==> config.mk <==
export PLATFORM = sky130hd
export DESIGN_NAME = cga_pixel_serializer
export DESIGN_NICKNAME = d
export VERILOG_FILES = /design/src/rtl/cga_pixel_serializer_pkg.sv /design/src/rtl/cga_sync_delay.sv /design/src/rtl/cga_pixel_serializer.sv
export SDC_FILE = /design/constraint.sdc
export NUM_CORES = 1
export LEC_CHECK = 0
export CAP_MARGIN = 10
export CORE_MARGIN = 2
export CORE_UTILIZATION = 25
export CTS_CLUSTER_DIAMETER = 80
export DETAILED_ROUTE_END_ITERATION = 10
export PLACE_DENSITY = 0.47
export SYNTH_ARGS = -nofsm -noshare
export SYNTH_HDL_FRONTEND = slang
export SYNTH_SLANG_ARGS = --single-unit
export TNS_END_PERCENT = 1
==> constraint.sdc <==
create_clock -name clk -period 7 [get_ports clk]
set_input_delay 2.1 -clock clk [delete_from_list [all_inputs] [get_ports clk]]
set_output_delay 2.1 -clock clk [all_outputs]
set_load 0.02 [all_outputs]
==> src/rtl/cga_pixel_serializer_pkg.sv <==
// Shared constants and cell-mode helpers for the CGA pixel serializer.
package cga_pixel_serializer_pkg;

    localparam int CELL_TEXT80 = 8;
    localparam int CELL_WIDE   = 16;
    localparam int ROM_AW      = 11;

    typedef enum logic [1:0] {
        CM_TEXT80 = 2'd0,
        CM_TEXT40 = 2'd1,
        CM_GR320  = 2'd2,
        CM_GR640  = 2'd3
    } cell_mode_t;

    // Decode the mode inputs into the way one cell is shifted out.
    function automatic cell_mode_t cell_mode_sel(input logic grph, input logic hres,
                                                 input logic m640);
        if (!grph) return hres ? CM_TEXT80 : CM_TEXT40;
        return m640 ? CM_GR640 : CM_GR320;
    endfunction

    // Index of the last dot of a cell in the given mode.
    function automatic logic [3:0] last_dot(input cell_mode_t m);
        return (m == CM_TEXT80) ? 4'(CELL_TEXT80 - 1) : 4'(CELL_WIDE - 1);
    endfunction

endpackage

==> src/rtl/cga_sync_delay.sv <==
// One pix_ce-gated register stage for CRTC sideband bits, so they line up
// with dot outputs that are themselves registered on pix_ce.
module cga_sync_delay #(
    parameter int DATA_W = 4
) (
    input  logic              clk,
    input  logic              reset,
    input  logic              pix_ce,
    input  logic [DATA_W-1:0] d,
    output logic [DATA_W-1:0] q
);

    // Sideband advances one dot per pix_ce and clears on reset.
    always_ff @(posedge clk) begin
        if (reset)       q <= '0;
        else if (pix_ce) q <= d;
    end

endmodule

==> src/rtl/cga_pixel_serializer.sv <==
// Turns fetched VRAM words into a dot-rate stream: hold register, font
// capture pipe, cell counter and shifter, plus the delayed CRTC sideband.
module cga_pixel_serializer #(
    parameter int ROM_LATENCY = 1
) (
    input  logic        clk,
    input  logic        reset,
    input  logic        pix_ce,
    input  logic        line_start,
    input  logic        hres_mode,
    input  logic        grph_mode,
    input  logic        mode_640,
    input  logic        word_valid,
    input  logic [15:0] word_data,
    input  logic [2:0]  row_addr,
    output logic [10:0] rom_addr,
    input  logic [7:0]  rom_data,
    input  logic        de_in,
    input  logic        hsync_in,
    input  logic        vsync_in,
    input  logic        cursor_in,
    output logic [7:0]  att_byte,
    output logic        pix_in,
    output logic        c0,
    output logic        c1,
    output logic        pix_640,
    output logic        de_out,
    output logic        hsync_out,
    output logic        vsync_out,
    output logic        cursor_out,
    output logic        underrun,
    output logic        overrun
);
    import cga_pixel_serializer_pkg::*;

    logic              hold_full, font_ok, hold_text;
    logic [15:0]       hold_word;
    logic [7:0]        font_byte;
    logic              rom_vld_p0, rom_vld_p1;
    logic [ROM_AW-1:0] rom_addr_q;
    logic [3:0]        dot_cnt, dot_idx, dot_nxt;
    cell_mode_t        cell_mode, mode_now;
    logic [15:0]       shifter, sh_cur, sh_next, load_val;
    logic              boundary, ready, load, font_take, issue;
    logic [3:0]        sb_q;

    assign issue     = word_valid & ~grph_mode;
    assign font_take = (ROM_LATENCY == 2) ? rom_vld_p1 : rom_vld_p0;
    assign ready     = hold_full & (~hold_text | font_ok);
    assign boundary  = pix_ce & (line_start | (dot_cnt == 4'd0));
    assign load      = boundary & ready;
    assign mode_now  = boundary ? cell_mode_sel(grph_mode, hres_mode, mode_640) : cell_mode;
    assign dot_idx   = boundary ? 4'd0 : dot_cnt;
    assign dot_nxt   = (dot_idx == last_dot(mode_now)) ? 4'd0 : 4'(dot_idx + 4'd1);
    assign load_val  = hold_text ? {font_byte, 8'h00} : hold_word;
    assign sh_cur    = boundary ? (ready ? load_val : 16'h0000) : shifter;
    assign rom_addr  = (issue & ~reset) ? {word_data[7:0], row_addr} : rom_addr_q;

    // Shift amount per dot depends on the mode of the cell in flight.
    always_comb begin
        sh_next = sh_cur;
        case (mode_now)
            CM_TEXT80: sh_next = sh_cur << 1;
            CM_TEXT40: sh_next = dot_idx[0] ? (sh_cur << 1) : sh_cur;
            CM_GR320:  sh_next = dot_idx[0] ? (sh_cur << 2) : sh_cur;
            CM_GR640:  sh_next = sh_cur << 1;
            default:   sh_next = sh_cur;
        endcase
    end

    // Hold-register occupancy and font fetch tracking; a new word cancels any fetch in flight.
    always_ff @(posedge clk) begin
        if (reset) begin
            hold_full  <= 1'b0;
            font_ok    <= 1'b0;
            rom_vld_p0 <= 1'b0;
            rom_vld_p1 <= 1'b0;
        end else begin
            rom_vld_p0 <= issue;
            rom_vld_p1 <= rom_vld_p0 & ~word_valid;
            if (word_valid) begin
                hold_full <= 1'b1;
                font_ok   <= 1'b0;
            end else begin
                if (load) hold_full <= 1'b0;
                if (font_take & hold_full) font_ok <= 1'b1;
            end
        end
    end

    // Hold-register payload and captured font row; validity lives in the control flags.
    always_ff @(posedge clk) begin
        if (word_valid) begin
            hold_word <= word_data;
            hold_text <= ~grph_mode;
        end
        if (font_take & ~word_valid) font_byte <= rom_data;
    end

    // Last issued font address, held so the ROM output stays stable between words.
    always_ff @(posedge clk) begin
        if (reset)      rom_addr_q <= '0;
        else if (issue) rom_addr_q <= {word_data[7:0], row_addr};
    end

    // Cell counter and the mode latched for the cell in flight.
    always_ff @(posedge clk) begin
        if (reset) begin
            dot_cnt   <= 4'd0;
            cell_mode <= CM_TEXT80;
        end else if (pix_ce) begin
            dot_cnt   <= dot_nxt;
            cell_mode <= mode_now;
        end
    end

    // Dot shifter; the next boundary reloads it, so reset does not need to clear it.
    always_ff @(posedge clk) begin
        if (pix_ce) shifter <= sh_next;
    end

    // Registered dot outputs, attribute and sticky error flags.
    always_ff @(posedge clk) begin
        if (reset) begin
            pix_in   <= 1'b0;
            c0       <= 1'b0;
            c1       <= 1'b0;
            pix_640  <= 1'b0;
            att_byte <= 8'h00;
            underrun <= 1'b0;
            overrun  <= 1'b0;
        end else begin
            if (pix_ce) begin
                pix_in  <= de_in & sh_cur[15] & ((mode_now == CM_TEXT80) | (mode_now == CM_TEXT40));
                c1      <= de_in & sh_cur[15] & (mode_now == CM_GR320);
                c0      <= de_in & sh_cur[14] & (mode_now == CM_GR320);
                pix_640 <= de_in & sh_cur[15] & (mode_now == CM_GR640);
                if (boundary) begin
                    att_byte <= (ready & hold_text) ? hold_word[15:8] : 8'h00;
                    if (!ready) underrun <= 1'b1;
                end
            end
            if (word_valid & hold_full & ~load) overrun <= 1'b1;
        end
    end

    cga_sync_delay #(.DATA_W(4)) u_sync_delay (
        .clk    (clk),
        .reset  (reset),
        .pix_ce (pix_ce),
        .d      ({de_in, hsync_in, vsync_in, cursor_in}),
        .q      (sb_q)
    );

    assign {de_out, hsync_out, vsync_out, cursor_out} = sb_q;

endmodule

; Yosys cells after proc, flatten, opt, wreduce, memory -nomap -nowiden
; Cells that the tools add are included.
[op_classes]
bitwise = 25
reduce_logical = 7
muxes = 17
n_addsub = 1
eq_ne = 4
[op_table]
columns = operator, n
row1 = $mux 16, 5
row2 = $pmux 16 s3, 1
row3 = $and 1x1->1, 16
row4 = $mux 4, 3
row5 = $mux 11, 1
row6 = $mux 8, 1
row7 = $not 1->1, 6
row8 = $add 4x1->4 const B, 1
row9 = $eq 2x2->1 const B, 2
row10 = $eq 4x4->1, 1
row11 = $logic_not 4->1, 1
row12 = $mux 1, 4
row13 = $mux 2, 2
row14 = $reduce_or 2->1, 2
row15 = $or 1x1->1, 3
row16 = $reduce_and 3->1, 1
row17 = $eq 2x1->1 const B, 1
row18 = $logic_not 2->1, 1
row19 = $reduce_and 2->1, 1
row20 = $reduce_bool 2->1, 1
[word_totals]
regBits = 79
in_bits = 39
out_inout_bits = 29

; Logic depth before layout (Yosys ltp)
[depth]
word_depth = 8
ltp_mapped = 12
depth_no_buf = 9

; Cells and area by module
; From an unflattened synthesis, not the netlist that was laid out.
[unflattened]
cells_unflattened = 386
hier_area_um2 = 3918.8
[by_module_without_submodules]
columns = mod, n_inst, cells_each, area_per_inst_um2, seq_area_each_um2
row1 = cga_pixel_serializer, 1, 373, 3778.6, 1911.8
row2 = cga_sync_delay, 1, 13, 140.1, 80.1

; Worst setup path before layout
; No wires, ideal clock.
[synth_path]
kind = in2out
start = input grph_mode
end = output rom_addr[1]
n_path_buf = 1
required_time_ns = 4.900
arrival_ns = 3.007
path_slack_ns = 1.893
path_stages = 5
path_cell_list = inv_1 nand2_1 nor2_1 buf_2 mux2_2
[synth_via]
elab_chain_len = 4
[synth_rtl]
columns = item, line_no
row1 = from (decl), cga_pixel_serializer.sv:11  ; input logic grph_mode,
row2 = $not 1->1, cga_pixel_serializer.sv:47  ; assign issue = word_valid & ~grph_mode;
row3 = $and 1x1->1, cga_pixel_serializer.sv:47
row4 = $and 1x1->1, cga_pixel_serializer.sv:57  ; assign rom_addr = (issue & ~reset) ? {word_data[7:0], row_addr} : rom_addr_q;
row5 = $mux 11, cga_pixel_serializer.sv:57
row6 = to (decl), cga_pixel_serializer.sv:16  ; output logic [10:0] rom_addr,
; No other way between the ends.

; Worst setup path after layout
[layout_path]
start = input grph_mode
end = output rom_addr[6]
; The elaborated chain is that of the path after synthesis.

==> key figures <==
Yosys
  • Synthesis-stage register bit count: 79
  • Yosys warning count: 0
  • Sequential fraction of the synthesis area: 50.8%
  • Post-synth cell types: 45
  • Syn Nets: 427
  • Asr flop ratio synth: 0%
  • Synthesized area: 0.00392 sq mm
  • Syn avg cell area: 10.2 sq um
  • Synth Flop Type: edfxtp_1
  • Syn Inst Count: 383
  • Post-synth EDFFs: 41

Detailed routing
  • Drt via density: 4.71
  • Wirelength per Cell: 15.4 um
  • Post-route ant nets: 0
  • Via count: 3,083
  • Drc violations: 0
  • Post-Route WL: 10,100 um
  • DR iter-0 viols: 146
  • Router iterations before antenna repair: 4

Clock network
  • CTS resizes: 0
  • Clock buffer depth: 2
  • Clock Tree Root: clkbuf_16
  • Clock H-tree levels: 3
  • CTS buffer count: 9
  • Insertion delay to the later sink of the worst-skew pair: 0.33 ns
  • Clock-pin slew on the worst setup and hold paths: 0.06 ns
  • CTS tree: built
  • Buffer count from post-CTS setup fixing: 0
  • CTS Hold Bufs: 0
  • Sink Count: 79

Finish
  • Fillers: 1,591
  • Most frequent cells in the layout: clkdlybuf4s50_1, nand2_1, edfxtp_1, dfxtp_1, a21oi_1
  • Layout cells sized above 1: 9.23%
  • Final core occ: 32.9%
  • Layout Cells excl Fill: 655
  • Commonest non-fill, non-tap cell in the layout: clkdlybuf4s50_1
  • Nets: 483
  • Area grow syn2layout: 28.0%
  • Ant. Diodes: 0

Critical path
  • Worst R2R Path Depth: 10
  • Worst reg2reg endpoint: shifter[3]
  • Worst setup path endpoint: rom_addr[6]
  • Crit end category: primary output
  • WP data arrival: 4.22 ns
  • Crit-path max FO: 12
  • Critical path class: input port to primary output
  • CP Launch Type: input port
  • Data required, critical path: 4.90 ns
  • Crit path from: grph_mode
  • FF-to-FF Start: dot_cnt[0]
  • Reg2reg setup slack: 3.24 ns

Floorplan
  • Starting density of the core: 25.7%
  • Die width: 129 um
  • # IOs: 68
  • Num rows: 45
  • Die ar.: 0.0167 sq mm
  • Core area: 0.0153 sq mm
  • Die H: 129 um

Global route
  • First-pass GRT wire length: 16,400 um
  • GRT Total Usage: 12.5%
  • Initial antenna violation count: 0
  • Vias in the first global route: 3,107
  • Total grt overflow: 0
  • Largest net degree at the start of global routing: 39

STA
  • Slew Limit Fails: 0
  • Period minus WS final: 6.32 ns
  • Final Hold Fails: 0
  • Final setup vio count: 0
  • Clk_skew: 0.00394 ns
  • Fin crit share: 90.3%
  • RSZ-0062 raised after global routing: no
  • Worst-Margin Slew: 0.918 ns
  • Slew headroom: 38.7%
  • Max Fclk: 158 MHz
  • Setup TNS: 0 ns

Status
  • Status: complete, no violations

Power
  • P_leak: 1.74 nW
  • Max IR drop VDD: 102 uV
  • PD cells: 238 mW/mm^2

Place
  • Port buffer count: 67
  • GP Congestion: 0.744
  • Placed cell count: 639
  • DP HPWL: 7090 um

Worst hold path
  • Hold WC Path Type: flop to flop

Flow run
  • Max-cap violation count: 0
[power by group]
group          internal, W  switching (W)  total, W
logic            0.0000877      0.0000988  0.000186
registers         0.000524      0.0000233  0.000547
clock network     0.000277       0.000187  0.000464
total             0.000888       0.000309   0.00120
[state kept, by name, indices dropped and copies added, names as in the netlist, 2 cells and up]
signal,flops
att_byte,8
shifter,16
cell_mode,2
u_sync_delay.q,4
rom_addr_q,11
hold_word,16
font_byte,8
dot_cnt,4
[synthesized netlist by cell type, drive strengths merged, types with 6 or more instances]
library cell | number | area (sq um)
edfxtp | 41 | 1230
and2 | 9 | 56.3
buf | 12 | 104
nor3 | 18 | 90.1
nand2b | 20 | 125
nand2 | 41 | 154
nand3 | 15 | 75.1
a22oi | 10 | 75.1
mux2 | 12 | 135
mux2i | 19 | 190
o21ai | 9 | 45.0
a21oi | 27 | 135
o32ai | 14 | 123
nor2 | 26 | 97.6
dfxtp | 38 | 761
inv | 6 | 22.5
clkbuf | 17 | 73.8
[worst min-delay path by stage]
stage | endpoint | slack (ns) | from | cells after the start
2_1_floorplan | rom_addr_q[0] | 0.43 | rom_addr_q[0] | 2
3_5_place_dp | att_byte[4] | 0.45 | att_byte[4] | 2
6_report | att_byte[4] | 0.45 | att_byte[4] | 2
3_3_place_gp | att_byte[4] | 0.45 | att_byte[4] | 2
4_1_cts | att_byte[4] | 0.46 | att_byte[4] | 2
5_1_grt | att_byte[2] | 0.48 | att_byte[2] | 2
[critical path, cell delays in order]
cell	delay (ns)
clkdlybuf4s50_1	0.50
inv_1	0.10
nand2_1	0.24
nor2_1	0.17
buf_4	0.21
mux2_2	0.35
clkdlybuf4s50_1	0.54
[final cells by class]
class,instances,area (sq um),area share [%]
repair buffers,74,723,14.4
clock inverters,5,57.6,1.15
clock buffers,11,233,4.63
inverters,6,22.5,0.448
flip-flops and latches,79,1990,39.7
well taps,211,264,5.26
multi-input cells,269,1730,34.5
[logic make-up (layout without fill, tap and decap cells)]
kind of cell,after synthesis,after routing,share of synthesized area (%)
and+or+nand+nor,143,143,18.0
AOI/OAI and AO/OA,89,89,16.0
xor gates and xnor gates,1,1,0.223
buffers and inverters,35,96,5.10
muxes,31,31,8.29
DFF,79,79,50.8
adders and majority gates,5,5,1.59
[per-layer routing]
layer / vias to the layer above / wire, um / GRT usage (%)
met2: 63 / 4740 / 19.8
met3: 13 / 328 / 1.94
met5: - / 0 / 0
li1: 1513 / - / -
met1: 1494 / 4850 / 17.0
met4: 0 / 185 / 5.18
[metrics by stage]
step,total power [W],instance area [sq um],setup WS [ns],hold slack [ns]
after detailed placement,0.000744,4730,0.669,0.448
after CTS,0.00121,5020,0.659,0.459
after global routing,0.00124,5020,0.509,0.480
after global placement,0.000742,4730,0.736,0.446
after floorplan,0.000674,3920,1.89,0.434
final,0.00120,5020,0.681,0.455
(Power assumes the default switching activity.)
